### src/rtl/dut_stream_fifo.sv
// rtl/dut_stream_fifo.sv - valid/ready first-word-fall-through stream FIFO with occupancy and flush
module dut_stream_fifo #(
  parameter int DATA_W   = 32,
  parameter int DEPTH    = 8,
  parameter int AF_LEVEL = 6
) (
  input  logic                       clk,
  input  logic                       rst_n,
  input  logic                       flush,
  input  logic                       in_valid,
  output logic                       in_ready,
  input  logic [DATA_W-1:0]          in_data,
  output logic                       out_valid,
  input  logic                       out_ready,
  output logic [DATA_W-1:0]          out_data,
  output logic [$clog2(DEPTH+1)-1:0] count,
  output logic                       almost_full
);

  localparam int AW = $clog2(DEPTH);
  localparam int CW = $clog2(DEPTH+1);

  logic [DATA_W-1:0] mem [DEPTH];
  logic [AW-1:0]     wr_ptr;
  logic [AW-1:0]     rd_ptr;
  logic [CW-1:0]     count_q;
  logic [CW-1:0]     count_next;
  logic              af_q;
  logic              ready_en;
  logic              push;
  logic              pop;

  // ready_en keeps in_ready low until the first edge after reset release
  assign in_ready    = ready_en & (count_q != CW'(DEPTH)) & rst_n;
  assign out_valid   = (count_q != '0);
  assign out_data    = mem[rd_ptr];
  assign count       = count_q;
  assign almost_full = af_q;

  assign push = in_valid & in_ready;
  assign pop  = out_valid & out_ready;

  always_comb begin
    count_next = count_q;
    if (flush) begin
      count_next = '0;
    end else begin
      case ({push, pop})
        2'b10:   count_next = count_q + 1'b1;
        2'b01:   count_next = count_q - 1'b1;
        default: count_next = count_q;
      endcase
    end
  end

  always_ff @(posedge clk or negedge rst_n) begin
    if (!rst_n) begin
      wr_ptr   <= '0;
      rd_ptr   <= '0;
      count_q  <= '0;
      af_q     <= 1'b0;
      ready_en <= 1'b0;
    end else begin
      ready_en <= 1'b1;
      count_q  <= count_next;
      af_q     <= (count_next >= CW'(AF_LEVEL));
      if (flush) begin
        wr_ptr <= '0;
        rd_ptr <= '0;
      end else begin
        if (push) wr_ptr <= wr_ptr + 1'b1;
        if (pop)  rd_ptr <= rd_ptr + 1'b1;
      end
    end
  end

  always_ff @(posedge clk) begin
    if (push && !flush) mem[wr_ptr] <= in_data;
  end

endmodule

### config.mk
export PLATFORM = sky130hd
export DESIGN_NAME = dut_stream_fifo
export DESIGN_NICKNAME = d
export VERILOG_FILES = /design/src/rtl/dut_stream_fifo.sv
export SDC_FILE = /design/constraint.sdc
export NUM_CORES = 1
export LEC_CHECK = 0
export ABC_AREA = 1
export CAP_MARGIN = 15
export CORE_MARGIN = 10
export CORE_UTILIZATION = 53
export CTS_CLUSTER_DIAMETER = 50
export DETAILED_ROUTE_END_ITERATION = 10
export PLACE_DENSITY_LB_ADDON = 0.15
export SYNTH_ARGS = -nofsm -noshare
export SYNTH_HDL_FRONTEND = slang
export SYNTH_SLANG_ARGS = --single-unit
### constraint.sdc
create_clock -name clk -period 3.55 [get_ports clk]
set_input_delay 0.5325 -clock clk [delete_from_list [all_inputs] [get_ports clk]]
set_output_delay 0.5325 -clock clk [all_outputs]
set_load 0.1 [all_outputs]
Word-level counts from Yosys, hierarchy flattened
Memories as Yosys holds them, arrays and structs flattened.
Index checks and enable logic that the tools add are counted.
Operators by class
  $add $sub $neg: 4
  multiply operators: 0
  div/mod/pow operators: 0
  magnitude comparators: 1
  equality and inequality tests: 3
  shift-type cells: 0
  mux-type cells: 8
  bitwise gates (word level): 4
  reduce and logical (&&, ||, !) cells: 5
Operators by type and width (number)
  2-to-1 mux 3 bit: 4
  one-hot mux 4 bit (2 select lines): 1
  adder 3 x 1 -> 3 bit, second input constant: 2
  adder 4 x 1 -> 4 bit, second input constant: 1
  bitwise AND 1 bit: 4
  >= comparator 4 x 3 -> 1 bit, second input constant: 1
  2-to-1 mux 4 bit: 1
  inequality test 4 bit, second input constant: 1
  nonzero test 2 bit: 2
  nonzero test 4 bit: 1
  subtractor 4 x 1 -> 4 bit, second input constant: 1
  == test 2 x 1 -> 1 bit, second input constant: 1
  == test 2 bit, second input constant: 1
  2-to-1 mux 1 bit: 2
  logical AND 1 bit: 1
  zero test 1 bit: 1
Storage, ports and cells
  register bits after elaboration: 12
  bits in latches: 0
  RAM bits: 256
  bits in read-only memories: 0
  input port bits: 37
  output and inout bits: 39
  word-level logic and storage cells: 31
  memories kept: 1
Memories
  mem: depth 8, bits a word 32, rd ports 1, clocked after Yosys merged registers in 0, write ports 1, RTL line 23  | logic [DATA_W-1:0] mem [DEPTH];

Logic depth before layout (Yosys ltp)
  word-level depth: 8
  gate-level depth with buffers: 13
  mapped depth without buffers: 13

Worst setup path before layout
No wires, ideal clock.
  path kind: reg-to-reg
  start: register count_q[0] (netlist: count[0])
  end: memory mem[5][0], enable pin
  library setup time: 0.461 ns
  arrival time: 3.700 ns
  data required time: 3.089 ns
  setup slack: -0.611 ns
  stages on the path, launching flop included: 5
  buffers on the path: 0
  clock period less this slack: 4.161 ns
  path through: dfrtp_1 > nor2_1 > nand3_1 > nand4_1 > nor3_1
Between the ends
  cells in the longest elaborated chain, start to end: 7
Ends and longest elaborated chain
  from (decl): RTL line 26  | logic [CW-1:0] count_q;
  from (signal assigned): RTL line 65  | count_q <= count_next;
  inequality test 4 bit: RTL line 34  | assign in_ready = ready_en & (count_q != CW'(DEPTH)) & rst_n;
  bitwise AND 1 bit (2 in series): RTL line 34
  bitwise AND 1 bit: RTL line 40  | assign push = in_valid & in_ready;
  logical AND 1 bit: RTL line 78  | if (push && !flush) mem[wr_ptr] <= in_data;
  2-to-1 mux 1 bit: RTL line 78
  2-to-1 mux 1 bit (not written as such): RTL line 78
  to (decl): RTL line 23
No other way between the ends.

Worst setup path after layout
  start: register rd_ptr[1]
  end: output out_data[22]
Between the ends
  cells in the longest elaborated chain, start to end: 1
Ends and longest elaborated chain
  from (decl): RTL line 25  | logic [AW-1:0] rd_ptr;
  from (signal assigned): RTL line 72  | if (pop) rd_ptr <= rd_ptr + 1'b1;
  memory read (8 x 32 bit)
  to (decl): RTL line 15  | output logic [DATA_W-1:0] out_data,
No other way between the ends.

==> run summary <==
Final Hold Fails - 0
most frequent cells in the layout - edfxtp_1, nor2_1, o21ai_0
worst-skew pair later-pin latency - 0.52 ns
crit path kind - register to primary output
most common cell after layout, fill and taps aside - edfxtp_1
final worst slack - 0.410 ns
Clock Path Buffers - 3
final net count - 1006
final setup fails - 0
Startpoint Class - register
Cell variety after synth - 28
DR iter-0 viols - 498
Slew @ Worst Pin - 0.978 ns
synth warn - 0
DR vias/cell - 5.37
CP arrival - 2.61 ns
Rows - 52
crit path buf inv count - 2
clock slew at reported path FFs - 0.06 ns
die span in x - 162 um
die height - 162 um
hpwl dp - 12400 um
post-CTS setup buffers - 0
DP Worst Slack - 0.717 ns
Syn Area/Cell - 12.1 um^2
num ports - 76
number of diodes - 0
worst hold-check path type - primary input to asynchronous set/reset pin
fin area - 0.0130 mm^2
Crit path max-delay family - flip-flops
Synth Instances - 885
max cap viols - 0
detailed-route DRC error count - 0
initial core utilization - 53.4%
Initial DRT Pass Iterations - 5
CP Max Fanout - 74
grt ovf - 0
mapped cell area - 0.0107 mm^2
wire length on met3 - 1110 um
placed insts - 1204
H-Tree Depth - 1
synthesis-to-layout area growth - 20.7%
number of gates resized after cts - 0
Max Fclk - 318 MHz
die area - 0.0264 mm^2
largest net degree at the start of global routing - 87
number of synthesized register bits - 268
Root Buffer - clkbuf_16
dpl cell area - 0.0122 mm^2
Levels on crit path - 6
# port buffers - 75
hold-fix buffers at CTS - 0
Worst setup EP type - primary output
slowest stage delay, CP - 0.88 ns
vias in the first global route - 6765
register area share after synthesis - 74.3%
CTS tree - built
total routed wirelength - 22200 um
Cell Count, Final, Fillers Out - 1249
min Tclk post-route - 3.14 ns
worst vdd ir - 0.521 mV
CP required - 3.02 ns
DR vias - 6702
GPL Wtd Cong - 0.806
Hold WS - 0.342 ns
share of cells above drive strength 1 - 10.4%
status - completed
met1 wire length - 9660 um
slew margin rel. - 34.6%
CP cell instances - buf_4 -> o21ai_0 -> o21ai_0 -> nand2_1 -> nand2_1 -> buf_12
area of the core - 0.0201 mm^2
setup TNS - 0 ns
Routed Antenna Nets - 0
Total GRT Usage - 16.9%
WL met2 - 11100 um
Pwr per Cell Area - 830 mW/mm^2
Max Used Layer - met4
clock sink total - 268
fin crit share - 88.4%
final slew viol count - 0
slowest stage cell, crit path - dfrtp_4
leakage - 4.59 nW
Net Count, Synth - 928
Reg2Reg Depth - 11
global-route wire length before repair - 35500 um
r2r setup slk - 1.25 ns
Worst Skew - 0.00536 ns
RSZ-0062 raised after global routing - false
Wirelength per Cell - 17.7 um
antenna violations before repair - 0
CTS Buf Count - 27
-- Yosys cell counts (all sizes together) --
cell	instances	area (um^2)
o21ai	197	986
a31oi	1	6.26
nor2	202	758
xnor2	2	17.5
nand4	1	6.26
edfxtp	256	7690
buf	26	180
clkbuf	23	93.8
inv	15	56.3
or2	1	6.26
nand2	122	458
nor3	4	20.0
fa	1	20.0
conb	1	3.75
dfrtp	12	300
a21oi	4	20.0
ha	5	62.6
clkinv	1	3.75
nand3	10	50.1
xor2	1	8.76
-- metal layers --
| layer | global-route usage, % | vias up |
|---|---|---|
| met5 | 0 | - |
| met4 | 4.88 | 0 |
| met3 | 2.98 | 31 |
| met2 | 28.7 | 153 |
| met1 | 21.7 | 3262 |
| li1 | - | 3256 |
-- cells by family after synthesis --
kind of cell / Yosys count / share of synthesized area, %
AOI/OAI and AO/OA: 202 / 9.42
xor gates and xnor gates: 3 / 0.245
adders and majority gates: 6 / 0.769
buffers and inverters: 65 / 3.11
DFF: 268 / 74.3
other: 1 / 0.0349
and+or+nand+nor: 340 / 12.1
-- where the power goes --
group / internal (mW) / total (mW) / switching (mW)
logic: 1.40 / 4.51 / 3.11
registers: 3.54 / 3.67 / 0.132
clock network: 1.52 / 2.58 / 1.06
total: 6.47 / 10.8 / 4.30
-- per-stage QoR --
step | total power [mW] | util (%)
after floorplan | 6.81 | -
after global placement | 8.23 | 60.5
after detailed placement | 8.28 | 60.5
after CTS | 10.9 | 64.5
after global routing | 11.3 | 64.5
final | 10.8 | 64.5
-- final timing paths --
kind / start / endpoint
setup / recovery: rd_ptr[1] / out_data[22]
max in group asynchronous: rst_n / rd_ptr[1]
min in group clk: count[0] / count[0]
setup reg to reg: count[0] / almost_full
hold / removal: rst_n / rd_ptr[0]
hold reg to reg: count[0] / count[0]
-- layout make-up --
type	instances	area, um^2
Clock inverter	7	57.6
Multi-Input combinational cell	552	2470
Inverter	16	61.3
Timing Repair Buffer	98	1300
Fill cell	1475	7130
Clock buffer	38	747
Sequential cell	268	8000
Tap cell	270	338
-- state kept, by name (all words and copies together), names as in the netlist --
| signal | cells |
|---|---|
| mem | 256 |
| count | 4 |
| rd_ptr | 3 |
| wr_ptr | 3 |
| almost_full | 1 |
| ready_en | 1 |
Note: power is estimated with default switching activity, not from simulation.
